==> src/rtl/pipe_hazard_ctrl_if.sv <==
// Pipeline-side bundle for the hazard unit: register addresses, stage write
// enables, branch/multi-cycle handshake in; forward selects, stalls, flushes out.
interface pipe_hazard_ctrl_if #(
  parameter int NUM_SRC = 2,
  parameter int AW      = 5,
  parameter int CNT_W   = 32
);
  logic [NUM_SRC*AW-1:0] rs_d;
  logic [NUM_SRC-1:0]    rs_used_d;
  logic [NUM_SRC*AW-1:0] rs_e;
  logic [AW-1:0]         rd_e, rd_m, rd_w;
  logic                  regwrite_e, regwrite_m, regwrite_w;
  logic                  load_e;
  logic                  pcsrc_e;
  logic                  mc_start_e;
  logic                  mc_done;
  logic [2*NUM_SRC-1:0]  fwd_e;
  logic                  stall_f, stall_d, stall_e;
  logic                  flush_d, flush_e, flush_m;
  logic                  mc_timeout;
  logic [CNT_W-1:0]      stall_cnt, flush_cnt;

  modport master (
    output rs_d, rs_used_d, rs_e, rd_e, rd_m, rd_w,
           regwrite_e, regwrite_m, regwrite_w, load_e, pcsrc_e, mc_start_e, mc_done,
    input  fwd_e, stall_f, stall_d, stall_e, flush_d, flush_e, flush_m,
           mc_timeout, stall_cnt, flush_cnt
  );

  modport slave (
    input  rs_d, rs_used_d, rs_e, rd_e, rd_m, rd_w,
           regwrite_e, regwrite_m, regwrite_w, load_e, pcsrc_e, mc_start_e, mc_done,
    output fwd_e, stall_f, stall_d, stall_e, flush_d, flush_e, flush_m,
           mc_timeout, stall_cnt, flush_cnt
  );
endinterface

==> src/rtl/pipe_hazard_ctrl.sv <==
// Hazard/pipeline control for the 5-stage core: operand forwarding, load-use
// stall, branch flush, multi-cycle execute stall with watchdog, perf counters.
module pipe_hazard_ctrl #(
  parameter int NUM_SRC    = 2,
  parameter int AW         = 5,
  parameter int MC_TIMEOUT = 64,
  parameter int CNT_W      = 32
) (
  input logic               clk,
  input logic               rst,
  pipe_hazard_ctrl_if.slave bus
);
  localparam int BW = $clog2(MC_TIMEOUT);

  typedef enum logic {IDLE, BUSY} state_t;

  state_t               state, stateNext;
  logic [BW-1:0]        busyCnt;
  logic                 mcStall, loadUse, timeoutHit, mcStartOk;
  logic                 stallF, mcTimeout;
  logic [2*NUM_SRC-1:0] fwd;
  logic [CNT_W-1:0]     stallCnt, flushCnt;

  always_comb begin
    fwd = '0;
    for (int unsigned i = 0; i < NUM_SRC; i++) begin
      if (bus.regwrite_m && bus.rd_m != '0 && bus.rd_m == bus.rs_e[i*AW +: AW])
        fwd[2*i +: 2] = 2'd1;
      else if (bus.regwrite_w && bus.rd_w != '0 && bus.rd_w == bus.rs_e[i*AW +: AW])
        fwd[2*i +: 2] = 2'd2;
    end
  end

  always_comb begin
    loadUse = 1'b0;
    if (bus.load_e && bus.regwrite_e && bus.rd_e != '0) begin
      for (int unsigned i = 0; i < NUM_SRC; i++) begin
        if (bus.rs_used_d[i] && bus.rs_d[i*AW +: AW] == bus.rd_e)
          loadUse = 1'b1;
      end
    end
  end

  // A redirect in the same cycle cancels the multi-cycle request outright.
  assign mcStartOk  = bus.mc_start_e && !bus.pcsrc_e;
  assign timeoutHit = (state == BUSY) && !bus.mc_done && (busyCnt == BW'(MC_TIMEOUT - 1));

  always_comb begin
    stateNext = state;
    mcStall   = 1'b0;
    case (state)
      IDLE: begin
        if (mcStartOk && !bus.mc_done) begin
          mcStall   = 1'b1;
          stateNext = BUSY;
        end
      end
      BUSY: begin
        if (bus.mc_done || timeoutHit) stateNext = IDLE;
        else                           mcStall   = 1'b1;
      end
    endcase
  end

  assign stallF = !rst && (mcStall || (loadUse && !bus.pcsrc_e));

  always_ff @(posedge clk or posedge rst) begin
    if (rst) begin
      state     <= IDLE;
      busyCnt   <= '0;
      mcTimeout <= 1'b0;
      stallCnt  <= '0;
      flushCnt  <= '0;
    end else begin
      state   <= stateNext;
      busyCnt <= (state == BUSY && stateNext == BUSY) ? busyCnt + 1'b1 : '0;
      if (timeoutHit)
        mcTimeout <= 1'b1;
      if (stallF && stallCnt != '1)
        stallCnt <= stallCnt + 1'b1;
      if (bus.pcsrc_e && flushCnt != '1)
        flushCnt <= flushCnt + 1'b1;
    end
  end

  // Combinational controls are forced quiet while reset is held.
  assign bus.fwd_e      = rst ? '0 : fwd;
  assign bus.stall_f    = stallF;
  assign bus.stall_d    = stallF;
  assign bus.stall_e    = !rst && mcStall;
  assign bus.flush_d    = !rst && bus.pcsrc_e;
  assign bus.flush_e    = !rst && !mcStall && (bus.pcsrc_e || loadUse);
  assign bus.flush_m    = !rst && mcStall;
  assign bus.mc_timeout = mcTimeout;
  assign bus.stall_cnt  = stallCnt;
  assign bus.flush_cnt  = flushCnt;
endmodule

==> src/flat_wrapper.sv <==
// flat-port wrapper written by rule: the top's interface ports become plain ports
module pipe_hazard_ctrl_flat 
#(
  parameter int NUM_SRC    = 2,
  parameter int AW         = 5,
  parameter int MC_TIMEOUT = 64,
  parameter int CNT_W      = 32
)
  (clk, rst, bus_rs_d, bus_rs_used_d, bus_rs_e, bus_rd_e, bus_rd_m, bus_rd_w, bus_regwrite_e, bus_regwrite_m, bus_regwrite_w, bus_load_e, bus_pcsrc_e, bus_mc_start_e, bus_mc_done, bus_fwd_e, bus_stall_f, bus_stall_d, bus_stall_e, bus_flush_d, bus_flush_e, bus_flush_m, bus_mc_timeout, bus_stall_cnt, bus_flush_cnt);
  pipe_hazard_ctrl_if #(.NUM_SRC(NUM_SRC), .AW(AW), .CNT_W(CNT_W)) bus_i ();
  input logic clk;
  input logic rst;
  input wire logic [$bits(bus_i.rs_d)-1:0] bus_rs_d;
  input wire logic [$bits(bus_i.rs_used_d)-1:0] bus_rs_used_d;
  input wire logic [$bits(bus_i.rs_e)-1:0] bus_rs_e;
  input wire logic [$bits(bus_i.rd_e)-1:0] bus_rd_e;
  input wire logic [$bits(bus_i.rd_m)-1:0] bus_rd_m;
  input wire logic [$bits(bus_i.rd_w)-1:0] bus_rd_w;
  input wire logic [$bits(bus_i.regwrite_e)-1:0] bus_regwrite_e;
  input wire logic [$bits(bus_i.regwrite_m)-1:0] bus_regwrite_m;
  input wire logic [$bits(bus_i.regwrite_w)-1:0] bus_regwrite_w;
  input wire logic [$bits(bus_i.load_e)-1:0] bus_load_e;
  input wire logic [$bits(bus_i.pcsrc_e)-1:0] bus_pcsrc_e;
  input wire logic [$bits(bus_i.mc_start_e)-1:0] bus_mc_start_e;
  input wire logic [$bits(bus_i.mc_done)-1:0] bus_mc_done;
  output wire logic [$bits(bus_i.fwd_e)-1:0] bus_fwd_e;
  output wire logic [$bits(bus_i.stall_f)-1:0] bus_stall_f;
  output wire logic [$bits(bus_i.stall_d)-1:0] bus_stall_d;
  output wire logic [$bits(bus_i.stall_e)-1:0] bus_stall_e;
  output wire logic [$bits(bus_i.flush_d)-1:0] bus_flush_d;
  output wire logic [$bits(bus_i.flush_e)-1:0] bus_flush_e;
  output wire logic [$bits(bus_i.flush_m)-1:0] bus_flush_m;
  output wire logic [$bits(bus_i.mc_timeout)-1:0] bus_mc_timeout;
  output wire logic [$bits(bus_i.stall_cnt)-1:0] bus_stall_cnt;
  output wire logic [$bits(bus_i.flush_cnt)-1:0] bus_flush_cnt;
  assign bus_i.rs_d = bus_rs_d;
  assign bus_i.rs_used_d = bus_rs_used_d;
  assign bus_i.rs_e = bus_rs_e;
  assign bus_i.rd_e = bus_rd_e;
  assign bus_i.rd_m = bus_rd_m;
  assign bus_i.rd_w = bus_rd_w;
  assign bus_i.regwrite_e = bus_regwrite_e;
  assign bus_i.regwrite_m = bus_regwrite_m;
  assign bus_i.regwrite_w = bus_regwrite_w;
  assign bus_i.load_e = bus_load_e;
  assign bus_i.pcsrc_e = bus_pcsrc_e;
  assign bus_i.mc_start_e = bus_mc_start_e;
  assign bus_i.mc_done = bus_mc_done;
  assign bus_fwd_e = bus_i.fwd_e;
  assign bus_stall_f = bus_i.stall_f;
  assign bus_stall_d = bus_i.stall_d;
  assign bus_stall_e = bus_i.stall_e;
  assign bus_flush_d = bus_i.flush_d;
  assign bus_flush_e = bus_i.flush_e;
  assign bus_flush_m = bus_i.flush_m;
  assign bus_mc_timeout = bus_i.mc_timeout;
  assign bus_stall_cnt = bus_i.stall_cnt;
  assign bus_flush_cnt = bus_i.flush_cnt;
  pipe_hazard_ctrl #(.NUM_SRC(NUM_SRC), .AW(AW), .MC_TIMEOUT(MC_TIMEOUT), .CNT_W(CNT_W)) u_core (.clk(clk), .rst(rst), .bus(bus_i));
endmodule
==> config.mk <==
export PLATFORM = sky130hd
export DESIGN_NAME = pipe_hazard_ctrl_flat
export DESIGN_NICKNAME = d
export VERILOG_FILES = /design/src/rtl/pipe_hazard_ctrl_if.sv /design/src/rtl/pipe_hazard_ctrl.sv /design/src/flat_wrapper.sv
export SDC_FILE = /design/constraint.sdc
export NUM_CORES = 1
export LEC_CHECK = 0
export ABC_CLOCK_PERIOD_IN_PS = 3800
export CORE_AREA = 2 2 70 138
export CTS_BUF_LIST = sky130_fd_sc_hd__clkbuf_8
export CTS_CLUSTER_DIAMETER = 50
export CTS_CLUSTER_SIZE = 25
export DETAILED_ROUTE_END_ITERATION = 8
export DIE_AREA = 0 0 72 140
export MAX_ROUTING_LAYER = met4
export PLACE_DENSITY = 0.76
export SLEW_MARGIN = 20
export SYNTH_ARGS = -nofsm -noshare
export SYNTH_HDL_FRONTEND = slang
export SYNTH_SLANG_ARGS = --single-unit
export TNS_END_PERCENT = 10
==> constraint.sdc <==
create_clock -name clk -period 3.8 [get_ports clk]
set_input_delay 0.76 -clock clk [delete_from_list [all_inputs] [get_ports clk]]
set_output_delay 0.76 -clock clk [all_outputs]
set_load 0.03 [all_outputs]
==> results.sh, run 1 <==
export IMPL_status="finished clean"
export IMPL_place_hpwl_um=7670
export IMPL_yosys_cell_types_count=36
export IMPL_grt_max_degree=73
export IMPL_cts_hold_fix_buffers=0
export IMPL_synthMuxAreaShare_pct=0.601
export IMPL_first_iter_violations=107
export IMPL_crit_path_start="bus_rd_e[0]"
export IMPL_p_per_area_nw_per_um2=361
export IMPL_drive_gt1_share_pct=7.11
export IMPL_fin_crit_sh_pct=98.2
export IMPL_die_w_um=72
export IMPL_dr_total_vias=3144
export IMPL_cp_end_kind="primary output"
export IMPL_syn_instance_count=354
export IMPL_dieHeight_um=140
export IMPL_synth_most_common_cell="xnor2_1"
export IMPL_slew_headroom_pct=38.9
export IMPL_startpoint_type="input pin"
export IMPL_initial_core_util_pct=41.6
export IMPL_min_from="u_core.bus.mc_timeout"
export IMPL_wirelength_um=9600
export IMPL_yosys_top_cells_count="xnor2_1 (74), dfrtp_1 (72), nand3_1 (31)"
export IMPL_io_buffers=120
export IMPL_core_sq_um=9010
export IMPL_hold_violations=0
export IMPL_io_pins=121
export IMPL_rsz0062_at_grt="false"
export IMPL_clockPowerShare_pct=27.2
export IMPL_htreeDepth=3
export IMPL_synth_top_family_by_area="simple AND/OR/NAND/NOR gates"
export IMPL_cts_tree="done"
export IMPL_reg2reg_depth=9
export IMPL_grt_ovfl_total=0
export IMPL_ys_seq_area_share_pct=48.1
export IMPL_holdPathStages=2
export IMPL_cts_buffers=9
export IMPL_place_gp_congestion=0.829
export IMPL_synth_enable_flop_cells=0
export IMPL_cp_max_fo=3
export IMPL_ant_nets=0
export IMPL_wl_met2_um=5620
export IMPL_synth_compound_area_share_pct=3.47
export IMPL_fmax_mhz=268
export IMPL_synth_xor_xnor_area_share_pct=21.5
export IMPL_ys_flop_type="dfrtp_1"
export IMPL_grt_pass1_wl_um=15700
export IMPL_wl_met3_um=325
export IMPL_drv_cap=0
export IMPL_ys_async_sr_fraction_pct=100
export IMPL_dp_slack_ns=0.0662
export IMPL_clkTransAtPathRegs_ns=0.06
export IMPL_cts_resized=0
export IMPL_sw_frac_of_total_pct=32.1
export IMPL_synth_top_area_share_pct=48.1
export IMPL_grt_pass1_vias=3244
export IMPL_hold_path_class="reg2reg"
export IMPL_avgSynthCellArea_sq_um=10.6
export IMPL_firstDrtPassIters=4
export IMPL_post_cts_repair_setup_buffers=0
export IMPL_p_switching_uw=612
export IMPL_syn_nets=403
export IMPL_diodes=0
export IMPL_required_ns=3.04
export IMPL_via_per_inst=5.29
export IMPL_syn_area_sq_um=3750
export IMPL_seqPwrFrac_pct=47.6
export IMPL_clockBufferDepth=2
export IMPL_clkLatencyLatePin_ns=0.34
export IMPL_setup_viol=0
export IMPL_wl_met1_um=3310
export IMPL_rows=49
export IMPL_drv_slew=0
export IMPL_syn2layout_area_growth_pct=40.7
export IMPL_drc_errors=0
export IMPL_worst_clock_skew_ns=0.00940
export IMPL_nNetsFinal=537
export IMPL_yosys_area_share_adder_pct=1.00
export IMPL_yosys_register_bits=72
export IMPL_fin_ws_ns=0.0682
export IMPL_dieArea_sq_um=10100
export IMPL_final_util_pct=58.5
export IMPL_worstMarginPinSlew_ns=0.916
export IMPL_critical_path_class="in2out"
export IMPL_numClockSinks=72
export IMPL_power_internal_mw=1.29
export IMPL_root_buffer="clkbuf_8"
export IMPL_yosys_area_top_type="dfrtp_1"
export IMPL_yosys_warnings=0
export IMPL_crit_arrival_ns=2.97
export IMPL_grt_total_usage_pct=20.4
export IMPL_setup_tns_ns=0
export IMPL_period_minus_slack_ns=3.73
export IMPL_antenna_found_initial=0
export IMPL_wire_per_inst_um=16.2
export IMPL_peakVddDrop_mv=0.191
export IMPL_synth_simple_gate_area_share_pct=23.8
export IMPL_pwr_share_comb_pct=25.2
export IMPL_synthTopCellsByArea="dfrtp_1 (48%), xnor2_1 (17%), xor2_1 (4.2%)"
export IMPL_reg2reg_from="u_core.busyCnt[0]"
export IMPL_highest_layer="met4"
export IMPL_p_leak_nw=2.17
==> worst max-delay path, cell delays in order <==
cell and delay, ns:
clkdlybuf4s50_1 0.47, or3_1 0.37, o311a_1 0.34, a41oi_4 0.27
inv_1 0.13, clkdlybuf4s50_1 0.62
==> path summary, 6_finish.rpt <==
path                                             to  slack (ns)
max                                     bus_stall_f        0.07
min                           u_core.bus.mc_timeout        0.47
max reg2reg                 u_core.bus.stall_cnt[1]        1.29
min reg2reg                   u_core.bus.mc_timeout        0.47
max in group asynchronous  u_core.bus.flush_cnt[20]        1.89
min in group asynchronous              u_core.state        1.30
==> registers in the layout, indices dropped and copies added, names as in the netlist <==
signal	flops
u_core.bus.flush_cnt	32
u_core.bus.stall_cnt	32
u_core.busyCnt	6
u_core.bus.mc_timeout	1
u_core.state	1
==> layout by cell type, fill, tap and decap left out, drive strengths merged, types with 10 or more instances in the layout <==
| cell type | netlist | layout |
|---|---|---|
| clkdlybuf4s50 | 0 | 118 |
| xnor2 | 74 | 74 |
| nand3 | 35 | 35 |
| dfrtp | 72 | 72 |
| xor2 | 18 | 18 |
| nand2 | 29 | 29 |
| nor2 | 19 | 19 |
| nand4 | 23 | 23 |
| and3 | 22 | 22 |
| clkbuf | 0 | 10 |
==> logic make-up after synthesis <==
logic type / after synthesis
AO/OA/AOI/OAI: 15
XOR/XNOR: 92
adder cells (fa/ha/maj): 3
buffers and inverters: 10
flip-flops: 72
multiplexers: 2
AND/OR/NAND/NOR: 160
==> routing by layer <==
| layer | GRT usage (%) | up-vias |
|---|---|---|
| met5 | - | - |
| met2 | 37.1 | 75 |
| met1 | 19.9 | 1528 |
| li1 | - | 1519 |
| met3 | 3.96 | 22 |
| met4 | 10.1 | 0 |
==> power groups by stage <==
stage / clock (mW) / combinational [mW] / sequential (mW)
2_1_floorplan: 0 / 0.151 / 1.02
3_3_place_gp: 0 / 0.480 / 0.917
3_5_place_dp: 0 / 0.488 / 0.921
4_1_cts: 0.537 / 0.489 / 0.906
5_1_grt: 0.573 / 0.519 / 0.918
6_report: 0.518 / 0.480 / 0.907
==> final cells by class <==
class,instances,area (sq um)
fillers,793,3740
inverters,6,26.3
well taps,102,128
clock buffers,10,138
repair buffers,127,1260
multi-input cells,272,1890
clock inverters,5,26.3
flip-flops and latches,72,1800
==> metrics by stage <==
stage | instance area (sq um) | hold slack, ns | power, mW | cells
final | 5270 | 0.467 | 1.90 | 594
after global routing | 5270 | 0.501 | 2.01 | 594
after CTS | 5270 | 0.474 | 1.93 | 594
after detailed placement | 5110 | 0.459 | 1.41 | 579
after global placement | 5110 | 0.455 | 1.40 | 579
after floorplan | 3760 | 0.433 | 1.17 | 354
(Power assumes the default switching activity.)
==> run 2: changes to the inputs <==
--- a/config.mk
+++ b/config.mk
@@ -14,6 +14,7 @@
 export DIE_AREA = 0 0 72 140
 export MAX_ROUTING_LAYER = met4
 export PLACE_DENSITY = 0.76
+export SKIP_CTS_REPAIR_TIMING = 1
 export SLEW_MARGIN = 20
 export SYNTH_ARGS = -nofsm -noshare
 export SYNTH_HDL_FRONTEND = slang
==> results of run 2 <==
The final DEF is identical to that of run 1; final timing and power are the same.
